<file path="src/rtl/pipe_hazard_scoreboard.sv">
// Hazard/forwarding controller: shift scoreboard of in-flight writers beside ID.
// Optional HZD_RF_BYPASS_EN: write-through register file, so the retiring writer needs no stall.
module pipe_hazard_scoreboard #(
  parameter int unsigned STAGES = 3,
  parameter int unsigned RA_W   = 5,
  parameter int unsigned LAT_W  = 2,
  parameter int unsigned CNT_W  = 16,
  localparam int unsigned SEL_W = $clog2(STAGES + 1)
) (
  input  logic             clk_i,
  input  logic             rst_i,
  input  logic             id_valid_i,
  input  logic [RA_W-1:0]  id_rs_i,
  input  logic [RA_W-1:0]  id_rt_i,
  input  logic             id_rs_used_i,
  input  logic             id_rt_used_i,
  input  logic [RA_W-1:0]  id_rd_i,
  input  logic             id_regwrite_i,
  input  logic [LAT_W-1:0] id_lat_i,
  input  logic             flush_i,
  output logic             stall_o,
  output logic             pc_write_o,
  output logic             ifid_write_o,
  output logic             idex_bubble_o,
  output logic [SEL_W-1:0] fwd_a_o,
  output logic [SEL_W-1:0] fwd_b_o,
  output logic             sb_busy_o,
  output logic [CNT_W-1:0] stall_cnt_o
);

  logic [STAGES-1:0] vld_q;
  logic [RA_W-1:0]   rd_q  [STAGES];
  logic [LAT_W-1:0]  lat_q [STAGES];
  logic [SEL_W-1:0]  fwd_a_q, fwd_b_q, fwd_a_d, fwd_b_d;
  logic [CNT_W-1:0]  cnt_q, cnt_d;
  logic              vld_d;

  logic [1:0]        used_c;
  logic [RA_W-1:0]   addr_c [2];
  logic [1:0]        hz_c;
  logic [SEL_W-1:0]  sel_c  [2];
  logic              stall_c;
  logic              issue_c;

  assign used_c    = {id_rt_used_i, id_rs_used_i};
  assign addr_c[0] = id_rs_i;
  assign addr_c[1] = id_rt_i;

  // Scan oldest to youngest so the youngest matching writer decides.
  always_comb begin
    hz_c = '0;
    for (int s = 0; s < 2; s++) begin
      sel_c[s] = '0;
      for (int i = int'(STAGES) - 1; i >= 0; i--) begin
        if (used_c[s] && (addr_c[s] != '0) && vld_q[i] && (rd_q[i] == addr_c[s])) begin
          if (i == int'(STAGES) - 1) begin
`ifdef HZD_RF_BYPASS_EN
            hz_c[s] = 1'b0;
`else
            hz_c[s] = 1'b1;
`endif
            sel_c[s] = '0;
          end else if ((i + 1) < int'(lat_q[i])) begin
            hz_c[s]  = 1'b1;
            sel_c[s] = '0;
          end else begin
            hz_c[s]  = 1'b0;
            sel_c[s] = SEL_W'(i + 2);
          end
        end
      end
    end
  end

  always_comb begin
    stall_c = id_valid_i & ~flush_i & (|hz_c);
    issue_c = id_valid_i & ~stall_c & ~flush_i;
    vld_d   = issue_c & id_regwrite_i & (id_rd_i != '0);
    fwd_a_d = issue_c ? sel_c[0] : '0;
    fwd_b_d = issue_c ? sel_c[1] : '0;
    cnt_d   = (stall_c && (cnt_q != {CNT_W{1'b1}})) ? cnt_q + CNT_W'(1) : cnt_q;
  end

  // Scoreboard always advances; a stall or flush inserts an empty entry.
  always_ff @(posedge clk_i or posedge rst_i) begin
    if (rst_i) begin
      vld_q   <= '0;
      fwd_a_q <= '0;
      fwd_b_q <= '0;
      cnt_q   <= '0;
      for (int i = 0; i < int'(STAGES); i++) begin
        rd_q[i]  <= '0;
        lat_q[i] <= '0;
      end
    end else begin
      vld_q    <= {vld_q[STAGES-2:0], vld_d};
      rd_q[0]  <= id_rd_i;
      lat_q[0] <= id_lat_i;
      for (int i = 1; i < int'(STAGES); i++) begin
        rd_q[i]  <= rd_q[i-1];
        lat_q[i] <= lat_q[i-1];
      end
      fwd_a_q <= fwd_a_d;
      fwd_b_q <= fwd_b_d;
      cnt_q   <= cnt_d;
    end
  end

  assign stall_o       = stall_c;
  assign pc_write_o    = ~stall_c;
  assign ifid_write_o  = ~stall_c;
  assign idex_bubble_o = stall_c | flush_i;
  assign fwd_a_o       = fwd_a_q;
  assign fwd_b_o       = fwd_b_q;
  assign sb_busy_o     = |vld_q;
  assign stall_cnt_o   = cnt_q;

endmodule

</file>
<file path="config.mk">
export PLATFORM = sky130hd
export DESIGN_NAME = pipe_hazard_scoreboard
export DESIGN_NICKNAME = d
export VERILOG_FILES = /design/src/rtl/pipe_hazard_scoreboard.sv
export SDC_FILE = /design/constraint.sdc
export NUM_CORES = 1
export LEC_CHECK = 0
export CORE_UTILIZATION = 55
export CTS_CLUSTER_DIAMETER = 80
export CTS_CLUSTER_SIZE = 24
export DETAILED_ROUTE_END_ITERATION = 8
export DONT_BUFFER_PORTS = 1
export PLACE_DENSITY = 0.81
export SLEW_MARGIN = 25
export SYNTH_ARGS = -nofsm -noshare
export SYNTH_HDL_FRONTEND = slang
export SYNTH_SLANG_ARGS = --single-unit
</file>
<file path="constraint.sdc">
create_clock -name clk_i -period 3 [get_ports clk_i]
set_input_delay 0.6 -clock clk_i [delete_from_list [all_inputs] [get_ports clk_i]]
set_output_delay 0.6 -clock clk_i [all_outputs]
set_load 0.02 [all_outputs]
</file>
==> qor.yml <==
status: "completed"
htreeDepth: 2
max_clock_freq_mhz: 341
synth_warnings: 0
relSlewSlack_pct: 66.3
wl_per_cell_microns: 17.1
clk_path_buf_depth: 2
peakVddDrop_mv: 0.337
p_leak_uw: 0.00106
path_class: "in2out"
pwr-share-clk_pct: 38.8
drt_first_iter_violations: 79
seqPwrFrac_pct: 54.5
postRouteAntennaNets: 0
wl_mm: 3.98
clkSinkCount: 42
core_area_sq_um: 3440
period_share_pct: 97.8
grt_max_degree: 43
grt_pass1_wl_mm: 6.65
cp_data_required_time_ps: 2400
startpoint_type: "input pin"
arrival_ps: 2330
grt_use_total_pct: 22.1
die_h_microns: 62.9
synth_nets: 200
yosysSeqAreaShare_pct: 51.6
avgSynthCellArea_sq_um: 11.6
fin_ws_ps: 66.7
netlist_instances: 175
synth-async-reset-ratio_pct: 100
synth_cell_type_count: 38
post-place-ws_ps: 25.5
port_buffers: 0
rows: 21
first_global_vias: 1425
finalInstanceArea_sq_um: 2270
switching_share_pct: 22.2
clockRootBuffer: "clkbuf_8"
finalSetupTns_ps: 0
clk_pin_slew_ps: 80
first_pass_iters: 4
fp.dieW_microns: 62.9
power.switching_uw: 246
n_antenna_cell: 0
setup_viol: 0
synth.cell_area_sq_um: 2040
top_layer: "met4"
cap_viol_max_count: 0
ys_seq_elements: 42
areaGrowthSynthToFinish_pct: 11.2
drive_gt1_share_pct: 18.7
p_comb_share_pct: 6.7
power_uw: 1110
synth_edf_count: 0
synth_ff_type: "dfrtp_1"
worstMarginPinSlew_ps: 505
cts_tree: "built"
placed_cell_area_sq_um: 2110
dr_wl_met2_mm: 2.03
power_density_nw_per_um2: 488
drt-met1-wl_mm: 1.64
fin_nets: 211
remaining_drc_errors: 0
intPower_uw: 860
vias: 1341
finalHoldViolCount: 0
path_max_fanout: 4
wl_met3_microns: 202
initial_core_util_pct: 59.2
rsz0062_at_grt: "no"
cts_buffers: 5
final_cell_mix: "dfrtp_1 (42), xor2_1 (26), xnor2_1 (17)"
antenna_found_initial: 0
fin_cells: 233
ioPinCount: 49
viasPerCell: 5.76
dp_hpwl_mm: 2.98
cts_hold_buffers: 0
layout_commonest_cell: "dfrtp_1"
hold_path.class: "in2async"
min_period_ps: 2930
numPlacedInstances: 224
drv_slew: 0
cp-end-kind: "output port"
gp_congestion: 1.02
nFillCells: 285
die_area_sq_um: 3950
insertion_delay_ps: 290
overflow: 0
finalClockSkew_ps: 7.02
cell usage after synthesis (2+ instances only):
library cell | count | share of area, %
nand4_1 | 2 | 0.61
xor2_1 | 26 | 11
and3_1 | 7 | 2.1
o21ai_2 | 2 | 0.86
nor4_1 | 6 | 1.8
or4_1 | 2 | 0.74
dfrtp_1 | 42 | 52
mux2i_1 | 3 | 1.5
nor2_1 | 5 | 0.92
nor3_1 | 2 | 0.49
nor2_2 | 2 | 0.61
buf_6 | 2 | 1.1
inv_1 | 9 | 1.7
nor3_2 | 7 | 3.4
nand2_1 | 9 | 1.7
nand3_1 | 5 | 1.2
or3_1 | 4 | 1.2
xnor2_1 | 17 | 7.3
nand2b_1 | 4 | 1.2
flip-flops by register name (all words and copies together), names as in the netlist:
signal,count
fwd_a_o,2
rd_q,15
lat_q,4
fwd_b_o,2
stall_cnt_o,16
vld_q,3
timing repair:
action | CTS | global route
gates resized for setup | 0 | 6
buffers inserted | 0 | 1
setup endpoints to repair | 0 | 4
metal layers:
| layer | GRT usage (%) | vias up |
|---|---|---|
| met5 | 0 | - |
| met4 | 11.9 | 0 |
| met3 | 5.29 | 15 |
| met2 | 36.6 | 46 |
| met1 | 26.4 | 664 |
| li1 | - | 616 |
final timing paths:
path / startpoint / to / slack (ps) / depth (start not counted)
max reg2reg: rd_q[14]$_DFF_PP0_ / stall_cnt_o[4]$_DFFE_PP0P_ / 610 / 9
min: rst_i / vld_q[1]$_DFF_PP0_ / 310 / 2
max: id_rt_i[1] / idex_bubble_o / 70 / 7
max in group asynchronous: rst_i / fwd_b_o[1]$_DFF_PP0_ / 2330 / 2
min in group clk_i: id_rd_i[2] / rd_q[12]$_DFF_PP0_ / 330 / 0
min reg2reg: lat_q[4]$_DFF_PP0_ / lat_q[2]$_DFF_PP0_ / 350 / 0
cell type report:
type	instances	area [sq um]	share of cell area (%)
Multi-Input combinational cell	121	962	42.5
Sequential cell	42	1050	46.4
Timing Repair Buffer	7	52.6	2.32
Clock inverter	3	40.0	1.77
Inverter	9	33.8	1.49
Tap cell	46	57.6	2.54
Clock buffer	5	68.8	3.04
power by group through the flow:
stage | Combinational [uW] | Sequential (uW) | Clock (uW)
after detailed placement | 68.6 | 614 | 0
after global placement | 65.5 | 613 | 0
after global routing | 82.5 | 605 | 465
final | 73.6 | 603 | 430
after floorplan | 55.6 | 609 | 0
after CTS | 69.3 | 603 | 438
cell families (layout without fill, tap and decap cells):
family	Yosys count	in the layout	share of synthesized area [%]
AND/OR/NAND/NOR	62	62	19.2
XOR/XNOR	43	43	18.5
flip-flops	42	42	51.6
buffers and inverters	12	24	3.13
AO/OA/AOI/OAI	10	10	4.24
multiplexers	5	5	2.76
adder cells (fa/ha/maj)	1	1	0.614
stage by stage:
step / utilization [%] / hold WS [ps]
floorplan: - / 331
global placement: 61.4 / 345
detailed placement: 61.4 / 340
CTS: 64.6 / 327
global route: 65.8 / 317
finish: 65.8 / 311
worst max-delay path, cell delays in order:
cell and delay [ps]:
or4_4 540, o21ai_4 200, nand4b_1 170, mux2i_1 230, nor2_2 60, or2_4 290, a21o_4 250
No activity file was read; power rests on OpenSTA's default activity.
